===== src/rtl/readout_sequencer.sv =====
// ---------------------------------------------------------------------------
// readout_sequencer
//
// Frame controller for a chain of dual-core wavelet blocks sharing a single
// read-out bus. Each frame runs an integration window (ud_en high), a guard
// interval, then reads every core out beat by beat. Each captured beat is
// forwarded to the RISC side over a valid/ready stream.
//
// Ports
//   clk_master            single clock
//   rstb                  asynchronous active-low reset
//   start                 begin a frame (only honoured in IDLE)
//   cont_mode             at DONE: 1 = next frame at once, 0 = back to IDLE
//   abort                 synchronous return to IDLE from any state
//   integ_len             integration length in cycles (0 behaves as 1)
//   ud_en                 count enable to all cores
//   rd_sel                one-hot select of the core driving the bus
//   rd_shift              one-cycle advance strobe to the selected core
//   read_out_I/Q          shared read-out bus from the cores
//   out_valid/out_ready   stream handshake
//   out_I/out_Q           captured bus bits
//   out_core              index of the core that produced the beat
//   out_last              marks the final beat of the frame
//   busy                  high in every state except IDLE
//   done                  one-cycle pulse in DONE
// ---------------------------------------------------------------------------
module readout_sequencer #(
  parameter int NUM_CORES    = 8,
  parameter int CORE_W       = 3,
  parameter int WORD_LEN     = 16,
  parameter int GUARD_CYCLES = 4
) (
  input  logic                 clk_master,
  input  logic                 rstb,
  input  logic                 start,
  input  logic                 cont_mode,
  input  logic                 abort,
  input  logic [15:0]          integ_len,
  output logic                 ud_en,
  output logic [NUM_CORES-1:0] rd_sel,
  output logic                 rd_shift,
  input  logic [1:0]           read_out_I,
  input  logic [1:0]           read_out_Q,
  output logic                 out_valid,
  input  logic                 out_ready,
  output logic [1:0]           out_I,
  output logic [1:0]           out_Q,
  output logic [CORE_W-1:0]    out_core,
  output logic                 out_last,
  output logic                 busy,
  output logic                 done
);

  localparam int BEAT_W = (WORD_LEN > 1) ? $clog2(WORD_LEN) : 1;
  localparam logic [BEAT_W-1:0] LAST_BEAT  = BEAT_W'(WORD_LEN - 1);
  localparam logic [CORE_W-1:0] LAST_CORE  = CORE_W'(NUM_CORES - 1);
  localparam logic [15:0]       GUARD_LOAD = 16'(GUARD_CYCLES);

  typedef enum logic [2:0] {
    IDLE, INTEG, GUARD, SEL, CAP, HOLD, SHIFT, DONE
  } state_t;

  state_t              state;
  logic [15:0]         cnt;
  logic [CORE_W-1:0]   k;
  logic [BEAT_W-1:0]   beat;

  // A zero integration length still gives one cycle of ud_en.
  function automatic logic [15:0] integ_load(input logic [15:0] len);
    return (len == 16'd0) ? 16'd1 : len;
  endfunction

  function automatic logic [NUM_CORES-1:0] onehot(input logic [CORE_W-1:0] idx);
    return NUM_CORES'(1) << idx;
  endfunction

  // All outputs are registered and updated together with the state, so each
  // output is asserted exactly during the state(s) it belongs to.
  always_ff @(posedge clk_master or negedge rstb) begin
    if (!rstb) begin
      state     <= IDLE;
      cnt       <= '0;
      k         <= '0;
      beat      <= '0;
      ud_en     <= 1'b0;
      rd_sel    <= '0;
      rd_shift  <= 1'b0;
      out_valid <= 1'b0;
      out_I     <= '0;
      out_Q     <= '0;
      out_core  <= '0;
      out_last  <= 1'b0;
      busy      <= 1'b0;
      done      <= 1'b0;
    end else if (abort) begin
      // Abort overrides everything, including a handshake in HOLD: the
      // pending beat is dropped and no shift strobe is issued.
      state     <= IDLE;
      cnt       <= '0;
      k         <= '0;
      beat      <= '0;
      ud_en     <= 1'b0;
      rd_sel    <= '0;
      rd_shift  <= 1'b0;
      out_valid <= 1'b0;
      out_I     <= '0;
      out_Q     <= '0;
      out_core  <= '0;
      out_last  <= 1'b0;
      busy      <= 1'b0;
      done      <= 1'b0;
    end else begin
      case (state)
        IDLE: begin
          if (start) begin
            state <= INTEG;
            cnt   <= integ_load(integ_len);
            k     <= '0;
            beat  <= '0;
            ud_en <= 1'b1;
            busy  <= 1'b1;
          end
        end

        INTEG: begin
          if (cnt == 16'd1) begin
            state <= GUARD;
            cnt   <= GUARD_LOAD;
            ud_en <= 1'b0;
          end else begin
            cnt <= cnt - 16'd1;
          end
        end

        GUARD: begin
          if (cnt == 16'd1) begin
            state  <= SEL;
            rd_sel <= onehot(k);
          end else begin
            cnt <= cnt - 16'd1;
          end
        end

        // One settle cycle with the new core on the bus before capturing.
        SEL: state <= CAP;

        CAP: begin
          out_I     <= read_out_I;
          out_Q     <= read_out_Q;
          out_core  <= k;
          out_last  <= (k == LAST_CORE) && (beat == LAST_BEAT);
          out_valid <= 1'b1;
          state     <= HOLD;
        end

        // out_valid is always high here, so out_ready alone completes the
        // handshake; data stays frozen for as long as the sink stalls.
        HOLD: begin
          if (out_ready) begin
            out_valid <= 1'b0;
            out_last  <= 1'b0;
            rd_shift  <= 1'b1;
            state     <= SHIFT;
          end
        end

        SHIFT: begin
          rd_shift <= 1'b0;
          if (beat < LAST_BEAT) begin
            beat  <= beat + 1'b1;
            state <= CAP;
          end else if (k < LAST_CORE) begin
            beat   <= '0;
            k      <= k + 1'b1;
            rd_sel <= onehot(k + 1'b1);
            state  <= SEL;
          end else begin
            rd_sel <= '0;
            done   <= 1'b1;
            state  <= DONE;
          end
        end

        DONE: begin
          done <= 1'b0;
          if (cont_mode) begin
            state <= INTEG;
            cnt   <= integ_load(integ_len);
            k     <= '0;
            beat  <= '0;
            ud_en <= 1'b1;
          end else begin
            state <= IDLE;
            busy  <= 1'b0;
          end
        end

        default: state <= IDLE;
      endcase
    end
  end

endmodule


===== config.mk =====
export PLATFORM = sky130hd
export DESIGN_NAME = readout_sequencer
export DESIGN_NICKNAME = d
export VERILOG_FILES = /design/src/rtl/readout_sequencer.sv
export SDC_FILE = /design/constraint.sdc
export NUM_CORES = 1
export LEC_CHECK = 0
export CAP_MARGIN = 15
export CORE_UTILIZATION = 36
export DETAILED_ROUTE_END_ITERATION = 8
export GPL_ROUTABILITY_DRIVEN = 0
export PLACE_DENSITY = 0.57
export SLEW_MARGIN = 20
export SYNTH_ARGS = -nofsm -noshare
export SYNTH_HDL_FRONTEND = slang
export SYNTH_SLANG_ARGS = --single-unit
export TNS_END_PERCENT = 30

===== constraint.sdc =====
create_clock -name clk_master -period 4.4 [get_ports clk_master]
set_clock_uncertainty 0.2 [all_clocks]
set_input_delay 0.88 -clock clk_master [delete_from_list [all_inputs] [get_ports clk_master]]
set_output_delay 0.88 -clock clk_master [all_outputs]
set_load 0.02 [all_outputs]

==> impl_results.md <==
- Via count: 2670
- Post-CTS sizing: 0
- Pins Over Slew Limit: 0
- Post-DP Area: between 3000 and 4000 µm²
- Ys flop type: dfrtp_1
- Total gr overflow: 0
- First-pass GRT wire length: 12700 µm
- Worst-path clk slew: 0.09 ns
- DR iter-0 viols: 152
- CTS Hold Buffers Added: 0
- Setup tns final: 0 ns
- EDFF count, synth: 0
- Via/cell ratio: roughly 5.8
- Worst-path fanout max: 12
- FP Rows: 32
- Area grow syn2layout: 22.3%
- # IOs: 47
- Yosys reg bits: 47
- Core ar.: 7850 µm²
- Register area share after synthesis: 39.7%
- Max-Cap Viols: 0
- Synth warn: 0
- Max transition margin: 47.8%
- Ys async rst share: 100%
- Worst skew pair latency: slightly above 0.3 ns
- CTS Buf Count: 5
- Initial antenna violation count: 0
- Vias in the first global route: 2473
- Post-route DRC: 0
- Final setup fails: 0
- Port Buf Inserts: 46
- Hold slack: approximately 0.31 ns
- Crit path capture type: register
- Post-route core utilization: 46.2%
- Dpl ws: 1.28 ns
- Final wirelength: 7720 µm
- Setup bufs post-CTS: 0
- Clk sinks: 47
- Hold Crit Class: register to register
- Post-route ant nets: 0
- Die Span X: slightly above 90 µm
- Bufs on Longest Clock Path: 2
- Die ar.: 8590 µm²
- Status: finished, final reports clean
- Largest net degree at the start of global routing: 48
- PwrDens: 341 nW/µm²
- FMAX: 347 MHz
- Final net count: 393
- First drt pass iteration count: 5
- Worst slew pin tran: 0.783 ns
- Post-synth cell types: 59
- Final hold violations: 0
- Peak VDD IR: roughly 160 µV
- Initial Utilization: approximately 38%
- Critical path type: input port to register
- CTS tree: done
- Post-Synthesis Cells: 318
- Die H: approximately 90 µm
- Final HPWL from detailed placement: between 5000 and 6000 µm
- GR Util All Layers: 18.8%
- Arrival time at the worst endpoint: 2.88 ns
- CP startpoint kind: input port
- Fin area: 3620 µm²
- Fraction of layout cells with a size suffix above 1: 8.94%
- Syn_nets: 354
- CP required: around 4.4 ns
- CTS H-tree lvls: 2
- WL per Instance: roughly 17 µm
- Final WS setup: 1.52 ns
- ANT cells: 0
- Avg Inst Size Synth: a little over 9 µm²
- RSZ-0062 raised after global routing: no
- Area leader, netlist: dfrtp_1
- Yosys top cell area share: between 30% and 40%
- Final period util: approximately two thirds
- Tmin final: 2.88 ns
- Leak Pwr: approximately 1.4 nW
- CTS Root Cell: clkbuf_8
- Top post-synthesis cells by area: dfrtp_1 40%, a21oi_1 4.6%, nand3_1 4.4%
- Synthesized cell area: 2960 µm²
layout by cell type, fill, tap and decap left out, drive strengths merged, types with 3 or more instances in the layout:
master          n
mux2i           9
a211oi          4
nand2b          4
nand2          22
o221ai          3
nor3           13
mux2            8
a32o            7
ha             10
a21oi          27
nor4            8
nand3          26
a31oi           3
clkdlybuf4s50  45
and3            3
dfrtp          47
a21o            3
nand4           4
a22oi           4
o21ai          23
nor2           28
inv            12
a311oi          3
clkbuf          6
synth_stat cells (all sizes together) (4+ instances only):
master / n
nand4: 4
mux2i: 9
mux2: 8
nor3: 13
nand2b: 4
nor4: 8
nand3: 26
a32o: 7
nand2: 22
clkbuf: 5
nor2: 28
buf: 10
inv: 12
ha: 10
a21oi: 27
o21ai: 23
dfrtp: 47
a22oi: 4
a211oi: 4
stage by stage:
step	power, mW	std cells
detailed placement	0.861	452
CTS	1.24	460
global placement	0.861	452
global route	1.30	460
floorplan	0.752	318
finish	1.24	460
cell families (layout without fill, tap and decap cells):
group                    Yosys count  count (layout)  share of synthesized area, %
multiplexers                      17              17                          7.10
AND/OR/NAND/NOR                  120             120                          22.3
buffers and inverters             27              67                          3.72
AO/OA/AOI/OAI                     93              93                          21.7
flip-flops                        47              47                          39.7
XOR/XNOR                           4               4                          1.18
adder cells (fa/ha/maj)           10              10                          4.22
path summary, 6_finish.rpt:
path,from,to,slack (ns),cells after the start
max,abort,cnt[11]$_DFFE_PN0P_,1.52,6
min,rd_sel[1]$_DFFE_PN0P_,rd_sel[1]$_DFFE_PN0P_,0.31,1
max reg2reg,state[2]$_DFFE_PN0P_,cnt[11]$_DFFE_PN0P_,1.65,5
min reg2reg,rd_sel[1]$_DFFE_PN0P_,rd_sel[1]$_DFFE_PN0P_,0.31,1
max in group asynchronous,rstb,cnt[5]$_DFFE_PN0P_,3.21,1
min in group asynchronous,rstb,out_I[0]$_DFFE_PN0P_,0.38,1
layer usage:
metal  track usage [%]  vias to the layer above  wire length [µm]
met3              2.13                       14               429
met5                 0                        -                 0
met2              26.7                       98              3400
met4              6.92                        0               155
met1              28.9                     1295              3740
li1                  -                     1263                 -
area by class of cell:
class                      instances  area, µm²
fill                             771       4230
multi-input combinational        244       1680
sequential                        47       1180
timing repair buffer              47        465
tap                              102        128
clock buffer                       6       72.6
clock inverter                     2       60.1
inverter                          12       45.0
report_power, final:
part / internal (mW) / leakage, nW / switching [mW]
clock: 0.227 / 0.0654 / 0.150
combinational: 0.138 / 0.742 / 0.186
sequential: 0.469 / 0.635 / 0.0657
state kept, by name, indices dropped and copies added, names as in the netlist:
register	count
rd_sel	8
state	3
done	1
busy	1
cnt	16
out_last	1
out_core	3
ud_en	1
out_Q	2
beat	4
rd_shift	1
out_valid	1
out_I	2
k	3
critical path, cell delays in order:
cell and delay [ns]:
clkdlybuf4s50_1 0.50, inv_1 0.23, nand2_1 0.18, a2bb2oi_1 0.58, o21ai_0 0.19, a32o_1 0.30
Power figures use the tool's default switching activity.
